[config.mk]
export PLATFORM = sky130hd
export DESIGN_NAME = io_bus_responder
export DESIGN_NICKNAME = d
export VERILOG_FILES = /design/src/rtl/io_bus_responder.sv
export SDC_FILE = /design/constraint.sdc
export NUM_CORES = 1
export LEC_CHECK = 0
export CAP_MARGIN = 5
export CORE_UTILIZATION = 40
export CTS_CLUSTER_DIAMETER = 200
export DETAILED_ROUTE_END_ITERATION = 6
export PLACE_DENSITY_LB_ADDON = 0.15
export SETUP_SLACK_MARGIN = 0.05
export SLEW_MARGIN = 10
export SYNTH_ARGS = -nofsm -noshare
export SYNTH_HDL_FRONTEND = slang
export SYNTH_SLANG_ARGS = --single-unit
[constraint.sdc]
create_clock -name clk -period 3.49 [get_ports clk]
set_input_delay 0.698 -clock clk [delete_from_list [all_inputs] [get_ports clk]]
set_output_delay 0.698 -clock clk [all_outputs]
set_load 0.01 [all_outputs]
[src/rtl/io_bus_responder.sv]
// Memory-mapped I/O responder for the CPU data bus: LEDs, synchronized switches,
// a byte TX FIFO with a valid/ready drain port and an optional prescaled timer (IO_TIMER_EN).
module io_bus_responder #(
  parameter logic [7:0] IO_BASE    = 8'hFF,
  parameter int         LED_W      = 10,
  parameter int         SW_W       = 10,
  parameter int         FIFO_DEPTH = 8,
  parameter int         PRESCALE   = 50000
) (
  input  logic              clk,
  input  logic              reset,
  input  logic [15:0]       mem_addr,
  input  logic              mem_wr_en,
  input  logic [15:0]       mem_wr_data,
  output logic [15:0]       io_rd_data,
  output logic              io_hit,
  input  logic [SW_W-1:0]   sw,
  output logic [LED_W-1:0]  leds,
  output logic [7:0]        tx_data,
  output logic              tx_valid,
  input  logic              tx_ready
);

  localparam int          AW         = $clog2(FIFO_DEPTH);
  localparam logic [AW:0] FULL_CNT   = (AW+1)'(FIFO_DEPTH);
  localparam logic [31:0] PRESCALE_V = PRESCALE;

  // Address decode; bits [7:4] are ignored so registers alias across the window.
  logic       hit;
  logic [3:0] off;
  assign hit = (mem_addr[15:8] == IO_BASE);
  assign off = mem_addr[3:0];

  logic wr_led, wr_tx, wr_status;
  assign wr_led    = hit && mem_wr_en && (off == 4'h0);
  assign wr_tx     = hit && mem_wr_en && (off == 4'h2);
  assign wr_status = hit && mem_wr_en && (off == 4'h3);

  always_ff @(posedge clk) begin
    if (reset) begin
      leds <= '0;
    end else if (wr_led) begin
      leds <= mem_wr_data[LED_W-1:0];
    end
  end

  // Two-flop synchronizer for the asynchronous switch inputs.
  logic [SW_W-1:0] sw_meta, sw_sync;
  always_ff @(posedge clk) begin
    if (reset) begin
      sw_meta <= '0;
      sw_sync <= '0;
    end else begin
      sw_meta <= sw;
      sw_sync <= sw_meta;
    end
  end

  // TX FIFO. Drain handshake: a byte transfers on every rising edge where
  // tx_valid && tx_ready; tx_valid/tx_data never depend on tx_ready.
  logic [7:0]    fifo_mem [FIFO_DEPTH];
  logic [AW-1:0] wr_ptr, rd_ptr;
  logic [AW:0]   count;
  logic          overflow;
  logic          full, empty, push, pop;

  assign full     = (count == FULL_CNT);
  assign empty    = (count == '0);
  assign push     = wr_tx && !full;
  assign tx_valid = !empty;
  assign pop      = tx_valid && tx_ready;
  assign tx_data  = empty ? 8'h00 : fifo_mem[rd_ptr];

  always_ff @(posedge clk) begin
    if (push) begin
      fifo_mem[wr_ptr] <= mem_wr_data[7:0];
    end
  end

  always_ff @(posedge clk) begin
    if (reset) begin
      wr_ptr   <= '0;
      rd_ptr   <= '0;
      count    <= '0;
      overflow <= 1'b0;
    end else begin
      if (push) wr_ptr <= wr_ptr + 1'b1;
      if (pop)  rd_ptr <= rd_ptr + 1'b1;
      case ({push, pop})
        2'b10:   count <= count + 1'b1;
        2'b01:   count <= count - 1'b1;
        default: count <= count;
      endcase
      // A dropped push outranks a simultaneous clear.
      if (wr_status && mem_wr_data[3]) overflow <= 1'b0;
      if (wr_tx && full)               overflow <= 1'b1;
    end
  end

  logic status_flag;

`ifdef IO_TIMER_EN
  localparam int          PW       = (PRESCALE > 2) ? $clog2(PRESCALE) : 1;
  localparam logic [PW-1:0] PRE_TERM = PW'(PRESCALE - 1);

  logic          wr_tcount, wr_tcmp, wr_tctrl;
  logic [PW-1:0] presc;
  logic [15:0]   tcount, tcmp;
  logic          tenable, tflag, tick;

  assign wr_tcount = hit && mem_wr_en && (off == 4'h4);
  assign wr_tcmp   = hit && mem_wr_en && (off == 4'h5);
  assign wr_tctrl  = hit && mem_wr_en && (off == 4'h6);
  assign tick      = tenable && (presc == PRE_TERM);

  always_ff @(posedge clk) begin
    if (reset) begin
      presc   <= '0;
      tcount  <= '0;
      tcmp    <= 16'hFFFF;
      tenable <= 1'b0;
      tflag   <= 1'b0;
    end else begin
      // A TCOUNT write restarts the timer and swallows any tick in that cycle.
      if (wr_tcount) begin
        presc  <= '0;
        tcount <= '0;
      end else if (tenable) begin
        if (tick) begin
          presc  <= '0;
          tcount <= tcount + 16'd1;
        end else begin
          presc <= presc + 1'b1;
        end
      end
      if (wr_tcmp)  tcmp    <= mem_wr_data;
      if (wr_tctrl) tenable <= mem_wr_data[0];
      if (wr_status && mem_wr_data[2]) tflag <= 1'b0;
      if (tick && !wr_tcount && ((tcount + 16'd1) == tcmp)) tflag <= 1'b1;
    end
  end

  assign status_flag = tflag;
`else
  assign status_flag = 1'b0;
`endif

  // Read mux; reads never change state.
  logic [15:0] rd_next;
  always_comb begin
    rd_next = '0;
    case (off)
      4'h0: rd_next[LED_W-1:0] = leds;
      4'h1: rd_next[SW_W-1:0]  = sw_sync;
      4'h2: rd_next[AW:0]      = count;
      4'h3: rd_next[3:0]       = {overflow, status_flag, empty, full};
`ifdef IO_TIMER_EN
      4'h4: rd_next            = tcount;
      4'h5: rd_next            = tcmp;
      4'h6: rd_next[0]         = tenable;
`endif
      default: rd_next = '0;
    endcase
  end

  always_ff @(posedge clk) begin
    if (reset) begin
      io_rd_data <= '0;
      io_hit     <= 1'b0;
    end else begin
      io_rd_data <= hit ? rd_next : 16'h0000;
      io_hit     <= hit;
    end
  end

  logic unused_ok;
  assign unused_ok = &{1'b0, mem_addr[7:4], mem_wr_data, PRESCALE_V};

endmodule
==> reports/results.txt, run 1 <==
Synth warn: 0
Top_reg_cell synth: edfxtp_1
Worst-path fanout max: 5
CP startpoint: mem_wr_en
Max_slew headroom: 54.8%
Pwr dens: 544 nW/µm²
DRT Pass-1 Iters: 4
Worst Setup End Kind: flop
Cell Area, Placed: 5480 µm²
First-pass GRT wire length: 14100 µm
Most frequent cells in the layout: clkdlybuf4s50_1, edfxtp_1, dfxtp_1
Largest net degree at the start of global routing: 45
RSZ-0062 raised after global routing: false
Final hold vios: 0
Min cycle time layout: 2.98 ns
GR Util All Layers: 16.4%
CTS Hold Bufs: 0
Tcrit/Tclk final: 85.5%
Top Ports: 82
DP HPWL: 5830 µm
CTS sink count: 119
Yosys cell types: 43
Wirelength, routed: 8920 µm
Reg power frac: 44.9%
Comb pwr share: 2.7%
Number of flops mapped to enable cells by yosys: 64
Arrival @ worst endpoint: 3.32 ns
Initial Util: 41.0%
Final instance area: 6080 µm²
Vias in the first global route: 2704
Most area-consuming cells after synthesis: edfxtp_1, dfxtp_1, mux4_2
Post-synth top area share: 41.2%
DR vias: 2731
Die width: 110 µm
Initial antenna violation count: 0
Drc violations: 0
Rows: 39
Antenna viol nets, final: 0
VDD IR max: 0.356 mV
Worst Hold Launch: sw_meta[3]
Clk Latency, worst-skew pair: 0.40 ns
Core Area: 11400 µm²
Die area: 12100 µm²
Clock buffer depth: 2
Crit path launch type: input pin
Layout Skew: 0.00860 ns
IO buf count: 65
GPL Wtd Cong: 0.690
CTS root buffer: clkbuf_16
FF+latch count, synth: 119
Final nets: 456
Via-to-Cell Ratio: 4.87
Gr ovfl total: 0
Setup bufs post-CTS: 0
Async SR Flop Fraction: 0%
H-tree level count: 4
Sw frac: 21.0%
Fillcell total: 977
Syn_area_per_cell: 14.3 µm²
Sequential share of the synthesized area: 64.8%
Resize count post-CTS: 0
CTS buffer count: 17
Dominant cell type by area after synthesis: edfxtp_1
Peak Freq: 335 MHz
Status: finished clean
Synthesized instance count: 327
Clock-pin slew on the worst setup and hold paths: 0.05 ns
Int Pwr: 2.62 mW
Diodes inserted: 0
Layout area overhead: 30.4%
Reg2Reg Launch Point: count[0]
Cell Area, Synth: 4670 µm²
Max_cap viols: 0
Pleak: 2.09 nW
Hold crit path type: reg -> reg
DRT iter0 DRCs: 84
Transition time of the tightest slew-check pin: 0.678 ns
Chip Height: 110 µm
Most common cell after layout, fill and taps aside: clkdlybuf4s50_1
R2R Setup Slk: 1.17 ns
Fraction of layout cells with a size suffix above 1: 16.7%
Max-slew violations: 0
Clock share of power: 52.4%
Required @ worst endpoint: 3.82 ns
Switching pwr: 695 µW
Routed wire per std cell: 15.9 µm
Setup-failing EPs final: 0
Worst Setup Path Type: in -> reg
Setup tns final: 0 ns
TritonCTS clock tree: built
## Yosys cell counts (3+ instances only)
| master | count |
|---|---|
| a21oi_1 | 7 |
| and4_1 | 4 |
| buf_2 | 4 |
| buf_4 | 8 |
| clkbuf_1 | 10 |
| dfxtp_1 | 55 |
| edfxtp_1 | 64 |
| ha_1 | 5 |
| mux2i_1 | 29 |
| mux4_2 | 17 |
| nand2_1 | 4 |
| nand3_1 | 5 |
| nand4_1 | 4 |
| nor2_1 | 40 |
| nor2b_1 | 24 |
| nor3_1 | 6 |
| o21ai_1 | 3 |
| xor2_1 | 4 |
## per-layer routing
layer	vias to the layer above	track usage, %	share of wire [%]
met5	-	0	0
met4	0	6.00	1.1
met3	9	5.06	5.2
met2	70	27.3	49
met1	1301	20.2	45
li1	1351	-	-
## power groups by stage
stage                     combinational [mW]  clock, mW  sequential [mW]
after floorplan                       0.0363          0             1.52
after global placement                0.0891          0             1.52
after detailed placement              0.0908          0             1.52
after CTS                             0.0913       1.76             1.49
after global routing                  0.0984       1.84             1.49
final                                 0.0894       1.73             1.49
## layout make-up
cell class | instances | area [µm²] | share of cell area, %
multi-input cells | 185 | 1510 | 24.8
clock inverters | 13 | 129 | 2.12
clock buffers | 19 | 475 | 7.82
well taps | 143 | 179 | 2.94
inverters | 2 | 7.51 | 0.123
repair buffers | 80 | 763 | 12.5
flip-flops and latches | 119 | 3020 | 49.7
## stage by stage
| stage | cells | utilization (%) | hold slack, ns | total power, mW | setup slack [ns] |
|---|---|---|---|---|---|
| floorplan | 332 | - | 0.414 | 1.55 | 0.713 |
| global placement | 529 | 48.2 | 0.420 | 1.61 | 0.145 |
| detailed placement | 529 | 48.2 | 0.427 | 1.61 | 0.0834 |
| CTS | 561 | 53.5 | 0.440 | 3.34 | 0.456 |
| global route | 561 | 53.5 | 0.463 | 3.42 | 0.314 |
| finish | 561 | 53.5 | 0.437 | 3.31 | 0.505 |
## kinds of logic after synthesis
kind of cell,synth area share (%)
buf+inv,3.33
mux,14.4
xor+xnor,1.10
other cells,0.0804
compound gates,2.57
fa+ha+maj,1.34
simple gates,12.4
flops,64.8
## worst max-delay path, stage by stage
cell and delay [ns]:
clkdlybuf4s50_1 0.47, or3b_1 0.38, nor3_1 0.26, nand3_1 0.20
ha_1 0.31, xor2_1 0.16, ha_1 0.19, a21oi_1 0.14
xor2_1 0.09, or3_1 0.30, a21oi_1 0.13
## sequential cells by signal (all words and copies together), names as in the netlist, named ones only
| register | count |
|---|---|
| sw_sync | 10 |
| fifo_mem | 64 |
| count | 4 |
| io_rd_data | 10 |
| rd_ptr | 3 |
| io_hit | 1 |
| sw_meta | 10 |
| wr_ptr | 3 |
| overflow | 1 |
| leds | 10 |
## final timing paths
kind | to | cells after the start
worst max-delay path | count[2] | 11
worst min-delay path | sw_sync[3] | 1
worst max register to register | count[2] | 10
worst min register to register | sw_sync[3] | 1
Note: power is estimated with default switching activity, not from simulation.
==> inputs of run 2 (changes only) <==
- ABC_AREA: unset -> 1
- CORE_UTILIZATION: 40 -> 45
- CTS_BUF_LIST: unset -> sky130_fd_sc_hd__clkbuf_4 sky130_fd_sc_hd__clkbuf_8
==> run 2 against run 1 <==
Net effect: cell area decreased by 2.7%; maximum frequency fell by 5.1%; non-clock buffer count down 7; hold slack got worse by 0.040 ns; sequential power rose by 7%; register-to-register slack lost 0.20 ns; critical path depth shrank 5; utilization increased by 4.4 points; area after synthesis is 1.2% higher; largest power group is now sequential cells; global-route usage grew 2.5 points; first-iteration DRC count grew 60%; sequential share of layout area rose by 1.4 points.
==> reports/results.txt, run 2 <==
Status: finished clean
Sequential cell area: 3020 µm² (unchanged)
Required @ worst endpoint: 2.79 ns (-1.03 ns)
Fillcell total: 913 (-6.6%)
Pwr dens: 669 nW/µm² (+23%)
FF+latch count, synth: 119 (unchanged)
Drc violations: 0 (unchanged)
Clock buffer depth: 2 (unchanged)
GR Util All Layers: 18.9% (+2.5 points)
Clk Latency, worst-skew pair: 0.42 ns (+0.02 ns)
Final core occ: 57.9% (+4.4 points)
Sw frac: 31.4% (+10 points)
Most frequent cells in the layout: nor2_1, clkdlybuf4s50_1, edfxtp_1
Wirelength, routed: 9350 µm (+4.8%)
Transition time of the tightest slew-check pin: 0.676 ns (-0.00144 ns)
Number of flops mapped to enable cells by yosys: 64 (unchanged)
Setup tns final: 0 ns (unchanged)
Diodes inserted: 0 (unchanged)
Setup-failing EPs final: 0 (unchanged)
DRT Pass-1 Iters: 4 (unchanged)
Via-to-Cell Ratio: 4.80 (-1.3%)
Initial antenna violation count: 0 (unchanged)
Die area: 10900 µm² (-9.9%)
Comb pwr share: 26.8% (+24 points)
TritonCTS clock tree: built
Most frequent cells after synthesis: nor2_1, edfxtp_1, dfxtp_1, nand2_1, o21ai_0
Async SR Flop Fraction: 0% (unchanged)
Top_reg_cell synth: edfxtp_1
Worst Setup Path Type: reg -> out
H-tree level count: 4 (unchanged)
Tcrit/Tclk final: 90.2% (+4.6 points)
Syn_area_per_cell: 9.79 µm² (-31%)
Max_slew headroom: 54.7% (-0.071 points)
Die width: 104 µm (-5.1%)
Chip Height: 104 µm (-5.1%)
Max reg flops: 64 (unchanged)
Worst-path fanout max: 18 (+13)
Gr ovfl total: 0 (unchanged)
Sequential share of the synthesized area: 64.1% (-0.74 points)
First-pass GRT wire length: 15900 µm (+13%)
Pleak: 2.26 nW (+8.2%)
GPL Wtd Cong: 0.777 (+13%)
Dominant cell type by area after synthesis: edfxtp_1
Largest reg by FF count: fifo_mem
Placed Instances: 673 (+27%)
Core Area: 10200 µm² (-10%)
Initial Util: 46.1% (+5.1 points)
RSZ-0062 raised after global routing: false
Most common cell after layout, fill and taps aside: nor2_1
Arrival @ worst endpoint: 2.45 ns (-0.87 ns)
CTS Hold Bufs: 0 (unchanged)
DP HPWL: 6390 µm (+9.7%)
Hold Slack: 0.397 ns (-0.0403 ns)
Synthesized instance count: 482 (+47%)
Int Pwr: 2.72 mW (+4.0%)
Rows: 37 (-5.1%)
Finished Layout Cells: 705 (+26%)
Cell Area, Synth: 4720 µm² (+1.2%)
Layout Skew: 0.0136 ns (+0.00502 ns)
Most area-consuming cells after synthesis: edfxtp_1, dfxtp_1, nor2_1
CTS sink count: 119 (unchanged)
Area of the multi-input gates: 1410 µm² (-6.3%)
Reg power frac: 40.2% (-4.7 points)
Resize count post-CTS: 0 (unchanged)
Final nets: 607 (+33%)
Peak Freq: 318 MHz (-5.1%)
Post-synth top area share: 40.7% (-0.47 points)
Fraction of layout cells with a size suffix above 1: 9.67% (-7.1 points)
Min cycle time layout: 3.15 ns (+0.162 ns)
Antenna viol nets, final: 0 (unchanged)
Synth warn: 0 (unchanged)
Top Ports: 82 (unchanged)
Layout area overhead: 25.5%
DRT iter0 DRCs: 134 (+60%)
Hold crit path type: reg -> reg
Max_cap viols: 0 (unchanged)
DR vias: 3387 (+24%)
IO buf count: 65 (unchanged)
Vias in the first global route: 3334 (+23%)
Routed wire per std cell: 13.3 µm (-17%)
Yosys cell types: 33 (-23%)
Power, Total: 3.96 mW (+20%)
VDD IR max: 0.300 mV (-16%)
Largest net degree at the start of global routing: 27 (-40%)
Most common cell in the netlist: nor2_1
Worst Setup End Kind: primary output
CTS buffer count: 17 (unchanged)
Clock-pin slew on the worst setup and hold paths: 0.08 ns (+0.03 ns)
Setup bufs post-CTS: 0 (unchanged)
Clock share of power: 33.0% (-19 points)
CTS root buffer: clkbuf_8
Switching pwr: 1.24 mW (+79%)
Final hold vios: 0 (unchanged)
Crit path launch type: flop
Max-slew violations: 0 (unchanged)
## run 2: cell types whose count changed in the layout (fill, tap and decap cells not counted), moves of 17 or more
cell       previous run  this run
nor2_1               40       116
nor2b_1              24         0
mux4_2               17         0
mux2i_1              29         0
clkbuf_8              0        18
o21ai_0               2        50
nand2_1               4        55
clkbuf_16            19         0
inv_1                 0        45
## run 2: area by class of cell
type                            count  area share (%)
Sequential cell                   119            51.1
Multi-Input combinational cell    297            23.8
Timing Repair Buffer               73            12.0
Clock buffer                       19            4.31
Inverter                           48            3.06
Tap cell                          136            2.87
Clock inverter                     13            2.85
## run 2: worst paths after layout
path,start,end,slack [ns],cells past startpoint
worst min-delay path,sw_meta[5],sw_sync[5],0.40,2
worst max register to register,count[0],count[2],0.97,13
worst min register to register,sw_meta[5],sw_sync[5],0.40,2
worst max-delay path,flop,tx_data[7],0.34,6
## run 2: kinds of logic (layout without fill, tap and decap cells)
family | Yosys count | count (layout) | share of synthesized area (%)
AO/OA/AOI/OAI | 86 | 86 | 9.84
XOR/XNOR | 3 | 3 | 0.557
adder cells (fa/ha/maj) | 5 | 5 | 1.33
buffers and inverters | 71 | 153 | 6.44
flip-flops | 119 | 119 | 64.1
other | 1 | 6 | 0.0795
AND/OR/NAND/NOR | 197 | 197 | 17.7
## run 2: metal layers
layer	share of wire, %	vias to the layer above	GRT usage [%]
met3	5.8	12	7.27
met2	49	97	31.3
met4	1.1	0	6.12
li1	-	1724	-
met5	0	-	0
met1	44	1554	22.5
## run 2: critical path, stage by stage (launching register included)
cell and delay, ns:
dfxtp_1 0.66, buf_4 0.32, o21ai_0 0.11, o211ai_1 0.19, nand2_1 0.09, nor2_1 0.12
clkdlybuf4s50_1 0.54
## run 2: through the flow
stage          setup slack, ns  area, µm²
4_1_cts                  0.295       5920
3_5_place_dp             0.600       5500
5_1_grt                  0.147       5920
3_3_place_gp             0.686       5500
6_report                 0.343       5920
2_1_floorplan             1.27       4740
## run 2: power groups by stage
stage / Clock (mW) / Combinational, mW / Sequential [mW]
5_1_grt: 1.41 / 1.19 / 1.60
4_1_cts: 1.33 / 1.06 / 1.59
6_report: 1.31 / 1.06 / 1.59
2_1_floorplan: 0 / 0.671 / 1.60
3_5_place_dp: 0 / 1.06 / 1.62
3_3_place_gp: 0 / 1.03 / 1.62
